## config.mk

```make
export PLATFORM = sky130hd
export DESIGN_NAME = dmem_arb_flat
export DESIGN_NICKNAME = d
export VERILOG_FILES = /design/src/rtl/dmem_arb_if.sv /design/src/rtl/dmem_arb.sv /design/src/flat_wrapper.sv
export SDC_FILE = /design/constraint.sdc
export NUM_CORES = 1
export LEC_CHECK = 0
export ABC_AREA = 1
export BUFFER_PORTS_ARGS = -buffer_cell sky130_fd_sc_hd__buf_2
export CORE_AREA = 2 2 122 124
export DETAILED_ROUTE_END_ITERATION = 8
export DIE_AREA = 0 0 124 126
export GPL_TIMING_DRIVEN = 0
export SKIP_CTS_REPAIR_TIMING = 1
export SLEW_MARGIN = 30
export SYNTH_ARGS = -nofsm -noshare
export SYNTH_HDL_FRONTEND = slang
export SYNTH_SLANG_ARGS = --single-unit
export TNS_END_PERCENT = 10
```

## constraint.sdc

```tcl
create_clock -name clk -period 2.3 [get_ports clk]
set_clock_uncertainty 0.1 [all_clocks]
set_input_delay 0.115 -clock clk [delete_from_list [all_inputs] [get_ports clk]]
set_output_delay 0.115 -clock clk [all_outputs]
set_load 0.1 [all_outputs]
```

## src/rtl/dmem_arb_if.sv

```systemverilog
// Data-memory arbiter bus bundle.
//
// Groups both requester ports (m0 = core, m1 = debug/DMA), the single-port
// memory command/response signals and the core stall output.
//   modport slave  : used by the arbiter (dmem_arb)
//   modport master : used by the environment that drives the requests and
//                    the memory read data
interface dmem_arb_if #(
   parameter int ADDR_W = 32,
   parameter int DATA_W = 32
);
   logic                  m0_req;
   logic                  m0_we;
   logic [ADDR_W-1:0]     m0_addr;
   logic [DATA_W-1:0]     m0_wdata;
   logic [DATA_W/8-1:0]   m0_be;
   logic                  m0_gnt;
   logic                  m0_rvalid;
   logic [DATA_W-1:0]     m0_rdata;

   logic                  m1_req;
   logic                  m1_we;
   logic [ADDR_W-1:0]     m1_addr;
   logic [DATA_W-1:0]     m1_wdata;
   logic [DATA_W/8-1:0]   m1_be;
   logic                  m1_gnt;
   logic                  m1_rvalid;
   logic [DATA_W-1:0]     m1_rdata;

   logic                  mem_en;
   logic                  mem_we;
   logic [ADDR_W-1:0]     mem_addr;
   logic [DATA_W-1:0]     mem_wdata;
   logic [DATA_W/8-1:0]   mem_be;
   logic [DATA_W-1:0]     mem_rdata;

   logic                  stall;

   modport slave (
      input  m0_req, m0_we, m0_addr, m0_wdata, m0_be,
      input  m1_req, m1_we, m1_addr, m1_wdata, m1_be,
      input  mem_rdata,
      output m0_gnt, m0_rvalid, m0_rdata,
      output m1_gnt, m1_rvalid, m1_rdata,
      output mem_en, mem_we, mem_addr, mem_wdata, mem_be,
      output stall
   );

   modport master (
      output m0_req, m0_we, m0_addr, m0_wdata, m0_be,
      output m1_req, m1_we, m1_addr, m1_wdata, m1_be,
      output mem_rdata,
      input  m0_gnt, m0_rvalid, m0_rdata,
      input  m1_gnt, m1_rvalid, m1_rdata,
      input  mem_en, mem_we, mem_addr, mem_wdata, mem_be,
      input  stall
   );
endinterface

```

## src/rtl/dmem_arb.sv

```systemverilog
// Two-master arbiter for a single-port data memory.
//
// m0 (core) and m1 (debug/DMA) share one memory port. A grant is combinational
// from the requests and registered arbitration state, so a lone requester is
// served in the same cycle and one access can be issued every cycle. Read data
// returns one cycle after the command and is steered back to the issuing
// master by a 1-bit tag plus a read-pending flag.
//
// Default build: fixed priority, m0 wins ties, but m1 is forced through after
// STARVE_MAX consecutive m0 grants while m1 is waiting.
// With DMEM_ARB_RR_EN defined: round-robin on ties, no starvation counter.
//
// Ports:
//   clk   : clock, rising edge
//   reset : asynchronous, active-high
//   bus   : dmem_arb_if.slave (m0_*, m1_*, mem_*, stall)
module dmem_arb #(
   parameter int ADDR_W     = 32,
   parameter int DATA_W     = 32,
   parameter int STARVE_MAX = 4
) (
   input  logic         clk,
   input  logic         reset,
   dmem_arb_if.slave    bus
);

   logic gnt0;
   logic gnt1;
   logic rd_issue;

   // Response routing: tag 0 -> m0, 1 -> m1.
   logic pend_q, pend_d;
   logic tag_q,  tag_d;

`ifdef DMEM_ARB_RR_EN
   // last_q = 1: m0 was granted most recently, so m1 wins the next tie.
   // last_q = 0: m1 was granted most recently (or reset), so m0 wins.
   logic last_q, last_d;
`else
   localparam int              CNT_W      = $clog2(STARVE_MAX + 1);
   localparam logic [CNT_W-1:0] STARVE_LIM = CNT_W'(STARVE_MAX);
   logic [CNT_W-1:0] cnt_q, cnt_d;
   logic             starve;

   assign starve = (cnt_q == STARVE_LIM);
`endif

   // Grant decision; forced low while reset is asserted.
   always_comb begin
      gnt0 = 1'b0;
      gnt1 = 1'b0;
      if (!reset) begin
         if (bus.m0_req && bus.m1_req) begin
`ifdef DMEM_ARB_RR_EN
            gnt0 = ~last_q;
            gnt1 =  last_q;
`else
            gnt0 = ~starve;
            gnt1 =  starve;
`endif
         end else begin
            gnt0 = bus.m0_req;
            gnt1 = bus.m1_req;
         end
      end
   end

   assign bus.m0_gnt = gnt0;
   assign bus.m1_gnt = gnt1;
   assign bus.stall  = bus.m0_req & ~gnt0 & ~reset;

   // Memory command mux; all-zero when idle.
   always_comb begin
      bus.mem_en    = 1'b0;
      bus.mem_we    = 1'b0;
      bus.mem_addr  = '0;
      bus.mem_wdata = '0;
      bus.mem_be    = '0;
      if (gnt0) begin
         bus.mem_en    = 1'b1;
         bus.mem_we    = bus.m0_we;
         bus.mem_addr  = bus.m0_addr;
         bus.mem_wdata = bus.m0_wdata;
         bus.mem_be    = bus.m0_be;
      end else if (gnt1) begin
         bus.mem_en    = 1'b1;
         bus.mem_we    = bus.m1_we;
         bus.mem_addr  = bus.m1_addr;
         bus.mem_wdata = bus.m1_wdata;
         bus.mem_be    = bus.m1_be;
      end
   end

   assign rd_issue = (gnt0 & ~bus.m0_we) | (gnt1 & ~bus.m1_we);

   // Pending is rewritten every cycle, so back-to-back reads from either
   // master each get exactly one rvalid the following cycle.
   always_comb begin
      pend_d = rd_issue;
      tag_d  = rd_issue ? gnt1 : tag_q;
   end

`ifdef DMEM_ARB_RR_EN
   always_comb begin
      last_d = last_q;
      if (gnt0)
         last_d = 1'b1;
      else if (gnt1)
         last_d = 1'b0;
   end
`else
   // Counts consecutive m0 grants while m1 waits; saturates at the limit.
   always_comb begin
      cnt_d = cnt_q;
      if (gnt1 || !bus.m1_req)
         cnt_d = '0;
      else if (gnt0 && !starve)
         cnt_d = cnt_q + CNT_W'(1);
   end
`endif

   always_ff @(posedge clk or posedge reset) begin
      if (reset) begin
         pend_q <= 1'b0;
         tag_q  <= 1'b0;
`ifdef DMEM_ARB_RR_EN
         last_q <= 1'b0;
`else
         cnt_q  <= '0;
`endif
      end else begin
         pend_q <= pend_d;
         tag_q  <= tag_d;
`ifdef DMEM_ARB_RR_EN
         last_q <= last_d;
`else
         cnt_q  <= cnt_d;
`endif
      end
   end

   assign bus.m0_rvalid = pend_q & ~tag_q;
   assign bus.m1_rvalid = pend_q &  tag_q;
   assign bus.m0_rdata  = bus.m0_rvalid ? bus.mem_rdata : '0;
   assign bus.m1_rdata  = bus.m1_rvalid ? bus.mem_rdata : '0;

endmodule

```

## src/flat_wrapper.sv

```systemverilog
// flat-port wrapper written by rule: the top's interface ports become plain ports
module dmem_arb_flat 
#(
   parameter int ADDR_W     = 32,
   parameter int DATA_W     = 32,
   parameter int STARVE_MAX = 4
)
  (clk, reset, bus_m0_req, bus_m0_we, bus_m0_addr, bus_m0_wdata, bus_m0_be, bus_m1_req, bus_m1_we, bus_m1_addr, bus_m1_wdata, bus_m1_be, bus_mem_rdata, bus_m0_gnt, bus_m0_rvalid, bus_m0_rdata, bus_m1_gnt, bus_m1_rvalid, bus_m1_rdata, bus_mem_en, bus_mem_we, bus_mem_addr, bus_mem_wdata, bus_mem_be, bus_stall);
  dmem_arb_if #(.ADDR_W(ADDR_W), .DATA_W(DATA_W)) bus_i ();
  input  logic clk;
  input  logic reset;
  input wire logic [$bits(bus_i.m0_req)-1:0] bus_m0_req;
  input wire logic [$bits(bus_i.m0_we)-1:0] bus_m0_we;
  input wire logic [$bits(bus_i.m0_addr)-1:0] bus_m0_addr;
  input wire logic [$bits(bus_i.m0_wdata)-1:0] bus_m0_wdata;
  input wire logic [$bits(bus_i.m0_be)-1:0] bus_m0_be;
  input wire logic [$bits(bus_i.m1_req)-1:0] bus_m1_req;
  input wire logic [$bits(bus_i.m1_we)-1:0] bus_m1_we;
  input wire logic [$bits(bus_i.m1_addr)-1:0] bus_m1_addr;
  input wire logic [$bits(bus_i.m1_wdata)-1:0] bus_m1_wdata;
  input wire logic [$bits(bus_i.m1_be)-1:0] bus_m1_be;
  input wire logic [$bits(bus_i.mem_rdata)-1:0] bus_mem_rdata;
  output wire logic [$bits(bus_i.m0_gnt)-1:0] bus_m0_gnt;
  output wire logic [$bits(bus_i.m0_rvalid)-1:0] bus_m0_rvalid;
  output wire logic [$bits(bus_i.m0_rdata)-1:0] bus_m0_rdata;
  output wire logic [$bits(bus_i.m1_gnt)-1:0] bus_m1_gnt;
  output wire logic [$bits(bus_i.m1_rvalid)-1:0] bus_m1_rvalid;
  output wire logic [$bits(bus_i.m1_rdata)-1:0] bus_m1_rdata;
  output wire logic [$bits(bus_i.mem_en)-1:0] bus_mem_en;
  output wire logic [$bits(bus_i.mem_we)-1:0] bus_mem_we;
  output wire logic [$bits(bus_i.mem_addr)-1:0] bus_mem_addr;
  output wire logic [$bits(bus_i.mem_wdata)-1:0] bus_mem_wdata;
  output wire logic [$bits(bus_i.mem_be)-1:0] bus_mem_be;
  output wire logic [$bits(bus_i.stall)-1:0] bus_stall;
  assign bus_i.m0_req = bus_m0_req;
  assign bus_i.m0_we = bus_m0_we;
  assign bus_i.m0_addr = bus_m0_addr;
  assign bus_i.m0_wdata = bus_m0_wdata;
  assign bus_i.m0_be = bus_m0_be;
  assign bus_i.m1_req = bus_m1_req;
  assign bus_i.m1_we = bus_m1_we;
  assign bus_i.m1_addr = bus_m1_addr;
  assign bus_i.m1_wdata = bus_m1_wdata;
  assign bus_i.m1_be = bus_m1_be;
  assign bus_i.mem_rdata = bus_mem_rdata;
  assign bus_m0_gnt = bus_i.m0_gnt;
  assign bus_m0_rvalid = bus_i.m0_rvalid;
  assign bus_m0_rdata = bus_i.m0_rdata;
  assign bus_m1_gnt = bus_i.m1_gnt;
  assign bus_m1_rvalid = bus_i.m1_rvalid;
  assign bus_m1_rdata = bus_i.m1_rdata;
  assign bus_mem_en = bus_i.mem_en;
  assign bus_mem_we = bus_i.mem_we;
  assign bus_mem_addr = bus_i.mem_addr;
  assign bus_mem_wdata = bus_i.mem_wdata;
  assign bus_mem_be = bus_i.mem_be;
  assign bus_stall = bus_i.stall;
  dmem_arb #(.ADDR_W(ADDR_W), .DATA_W(DATA_W), .STARVE_MAX(STARVE_MAX)) u_core (.clk(clk), .reset(reset), .bus(bus_i));
endmodule
```

# == Word-level counts from Yosys, hierarchy flattened ==
# Cells that the tools add are included.
# classes
addsub,1
eq_ne,1
n_mux,18
bitwise_logic,13
n_reduce_logical,6
# op_table
operator,n
32-bit two-way mux,6
1-bit two-way mux,8
4-bit two-way mux,2
1-bit bitwise AND,6
3-bit two-way mux,2
1-bit NOT,6
3-bit by 1-bit adder with 3-bit output (second input constant),1
3-bit equality test (second input constant),1
1-bit logical AND,2
1-bit logical NOT,2
2-bit nonzero test,1
1-bit logical OR,1
1-bit bitwise OR,1
# totals
ff_bits,5
input_bits,174

# == Logic depth before layout (Yosys ltp) ==
# depth
word_depth,7
ltp_mapped,10

# == Worst setup path after synthesis ==
# No wires, ideal clock.
# synth_timing
kind,register to output
from,register u_core.cnt_q[0]
to,output bus_stall
arrival_ps,2722
required_time_ps,2085
slack_ps,-637
stages_incl_launch_ff,5
cell_sequence,dfrtp_1 inv_1 ha_1 nand2_1 nor3_1
# synth_via
elab_chain_len,7
# synth_rtl
element,line_no,source
from (decl),dmem_arb.sv:42,"logic [CNT_W-1:0] cnt_q, cnt_d;"
from (signal assigned),dmem_arb.sv:137,cnt_q <= cnt_d;
3-bit equality test,dmem_arb.sv:45,assign starve = (cnt_q == STARVE_LIM);
1-bit NOT,dmem_arb.sv:58,gnt0 = ~starve;
1-bit two-way mux,dmem_arb.sv:53,if (bus.m0_req && bus.m1_req) begin
1-bit two-way mux,dmem_arb.sv:52,if (!reset) begin
1-bit NOT,dmem_arb.sv:70,assign bus.stall = bus.m0_req & ~gnt0 & ~reset;
1-bit bitwise AND (2 in a row),dmem_arb.sv:70,
to (decl),flat_wrapper.sv:34,output wire logic [$bits(bus_i.stall)-1:0] bus_stall;
# Every way passes these cells.

# == Worst setup path in the final report ==
# layout_timing
from,register u_core.cnt_q[0]
to,output bus_mem_we
# layout_via
elab_chain_len,5
word_cells_on_any_way,8
classes_between,eq/ne (1); mux (6); bitwise (1)
# layout_rtl
element,line_no,source
3-bit equality test (*),dmem_arb.sv:45,
1-bit two-way mux / 1-bit NOT (equally long branches),"dmem_arb.sv:53, dmem_arb.sv:58",
"1-bit two-way mux, on equally long branches","dmem_arb.sv:52, dmem_arb.sv:53",
"1-bit two-way mux, on equally long branches","dmem_arb.sv:85, dmem_arb.sv:52",
1-bit two-way mux (*),dmem_arb.sv:79,if (gnt0) begin
to (decl),flat_wrapper.sv:30,output wire logic [$bits(bus_i.mem_we)-1:0] bus_mem_we;
# Every way passes the cells marked *; elsewhere a longest branch is shown, timed or not.

==> flow_metrics.py <==
metrics = {
    "outcome": {
        "outcome": "complete, no violations",
    },
    "clocking": {
        "cts_buffers": 3,
        "clock_path_buffers": 2,
        "cts.sinks": 5,
        "h-tree-depth": 1,
        "cts_root_buf": "clkbuf_16",
        "clock_latency_ps": 220,
        "cts_tree": "built",
        "clk_pin_slew_ps": 30,
    },
    "timing": {
        "drv_slew": 0,
        "finalHoldViolCount": 0,
        "finalSetupTns_ps": 0,
        "tightest_slew_ps": 501,
        "holdWs_ps": 101,
        "setup_viol": 0,
        "fmax_ghz": 0.446,
        "rsz0062_at_grt": "true",
        "slew_headroom_pct": 66.9,
        "fin_crit_sh_pct": 97.6,
        "min_period_ps": 2240,
        "layout_setup_ws_ps": 56.3,
    },
    "worst_hold_path": {
        "holdPathStages": 3,
        "hp-start": "bus_m1_req",
        "holdPathEnd": "u_core.cnt_q[2]",
        "hold_class": "primary input to register",
    },
    "worst_setup_path": {
        "critPathLaunchType": "register",
        "worst-path-buf-inv": 5,
        "cp-end-kind": "output pin",
        "cp.required_ps": 2090,
        "path_delay_family": "buffers and inverters",
        "crit_chain": "inv_1 > ha_1 > nand2_1 > nor2_1 > nor2_4 > buf_12 > buf_6 > inv_2 > a21oi_1 > buf_4",
        "reg2reg_slack_ps": 620,
        "crit_path_max_fanout": 10,
        "r2r_end": "u_core.pend_q",
        "cp_data_arrival_time_ps": 2030,
        "reg2reg_depth": 9,
        "critPathKind": "register to output pin",
        "worst_path_largest_cell_delay_ps": 350,
        "slowest_stage": "dfrtp_1",
        "timing.rr.start": "u_core.cnt_q[0]",
    },
    "finish": {
        "fin_area_um2": 3970,
        "num-fill-cells": 1662,
        "num-nets-final": 861,
        "mostFrequentLayoutCell": "buf_2",
        "area_growth_pct": 155,
        "drive_above_1_share_pct": 50.0,
        "final_util_pct": 27.7,
        "stdcell_count": 870,
        "final_cell_mix": "buf_2 (244), nand2_1 (211), nor2_1 (65)",
    },
    "placement": {
        "dpl_cell_area_um2": 3350,
        "dp_hpwl_mm": 9.43,
        "pre_cts_ws_ps": -118,
        "gp_congestion": 0.758,
        "io_buffers": 312,
        "dp.cells": 859,
    },
    "power_and_ir_drop": {
        "cellLeakagePower_nw": 2.68,
        "vdd_drop_max_mv": 0.180,
        "finalPower_mw": 1.85,
        "power_density_nw_per_um2": 465,
    },
    "floorplan": {
        "pin_count": 313,
        "fp.coreArea_um2": 14300,
        "die_w_um": 124,
        "start_util_pct": 10.8,
        "die_area_um2": 15600,
        "chipHeight_um": 126,
        "placementRows": 44,
    },
    "yosys": {
        "yosys_warnings": 0,
        "syn_avg_cell_area_um2": 4.28,
        "syn_inst": 363,
        "ys_types": 20,
        "synth.top_cell.area_share_pct": 52.0,
        "yosysSeqAreaShare_pct": 8.06,
        "synth_seq_cells": 5,
        "yosys-top-cells-area": "nand2_1 (52%), nor2_1 (16%), inv_1 (9.2%)",
        "synth_area_um2": 1550,
        "syn-num-nets": 539,
        "synth_largest_area_cell": "nand2_1",
    },
    "global_route": {
        "grt_max_degree": 11,
        "antenna_found_initial": 2,
        "grt_pass1_vias": 2936,
        "grt_usage_pct": 11.9,
        "gr-total-overflow": 0,
        "grt_pass1_wl_mm": 14.4,
    },
    "flow_run": {
        "cap_violations": 0,
    },
    "drt": {
        "drt_wl_total_mm": 11.0,
        "initialDrtViolationCount": 70,
        "wl_per_cell_um": 12.7,
        "drt_pass1_iterations": 4,
        "drt-vias-per-instance": 3.80,
        "ant_nets": 0,
        "drc": 0,
        "vias": 3303,
    },
}
==> synthesized netlist by cell type <==
master and n:
a21oi_1 2, buf_2 11, buf_4 1, buf_6 2
clkbuf_1 6, dfrtp_1 5, ha_1 2, inv_1 38
inv_2 3, nand2_1 215, nand3_1 2, nand3b_1 1
nand4_1 1, nor2_1 65, nor2_2 1, nor2_4 1
nor3_1 2, o21ai_0 3, o21ai_1 1, xnor2_1 1
==> tightest hold or removal path: stages <==
cell	delay, ps
buf_2	130
nand3_1	70
o21ai_0	70
==> flip-flops by register name, summed over array words and instances (netlist names) <==
register,cells
u_core.cnt_q,3
u_core.tag_q,1
u_core.pend_q,1
==> worst max path at each step <==
stage                    startpoint  slack [ps]  depth (start not counted)                 to
floorplan                     reset        -570                          5         bus_mem_we
global placement    u_core.cnt_q[0]         -80                          9  bus_mem_wdata[28]
detailed placement  u_core.cnt_q[0]        -120                          9  bus_mem_wdata[28]
CTS                 u_core.cnt_q[0]        -360                          9  bus_mem_wdata[28]
global route        u_core.cnt_q[0]         -50                         12  bus_mem_wdata[24]
finish              u_core.cnt_q[0]          60                         10         bus_mem_we
==> final cells by class <==
type                       count  area, um^2  area share [%]
multi-input combinational    297        1190            29.9
tap                          184         230            5.80
buffer                        20         141            3.56
clock buffer                   4        78.8            1.99
antenna                        2        5.00           0.126
inverter                      41         154            3.88
sequential                     5         125            3.15
timing repair buffer         317        2050            51.6
==> power by group <==
part | internal (mW) | switching [mW] | total, mW | leakage (nW)
Clock | 0.229 | 0.0518 | 0.281 | 0.0382
Combinational | 0.341 | 1.13 | 1.47 | 2.57
Sequential | 0.0939 | 0.00267 | 0.0966 | 0.0670
Total | 0.664 | 1.18 | 1.85 | 2.68
==> per-layer routing <==
| layer | vias to the layer above | part of all wire [%] | GRT usage (%) |
|---|---|---|---|
| met3 | 4 | 8.2 | 1.49 |
| met1 | 1414 | 38 | 13.7 |
| met4 | 0 | 0.36 | 1.39 |
| met2 | 191 | 53 | 23.6 |
| li1 | 1694 | - | - |
| met5 | - | 0 | 0 |
==> kinds of logic (layout without fill, tap and decap cells) <==
logic type | after synthesis | after routing | share of synthesized area, %
buffers and inverters | 61 | 382 | 16.8
xor gates and xnor gates | 1 | 1 | 0.564
AOI/OAI and AO/OA | 6 | 6 | 1.93
and+or+nand+nor | 288 | 288 | 71.0
DFF | 5 | 5 | 8.06
adders and majority gates | 2 | 2 | 1.61
other | 0 | 2 | 0
(Power assumes the default switching activity.)
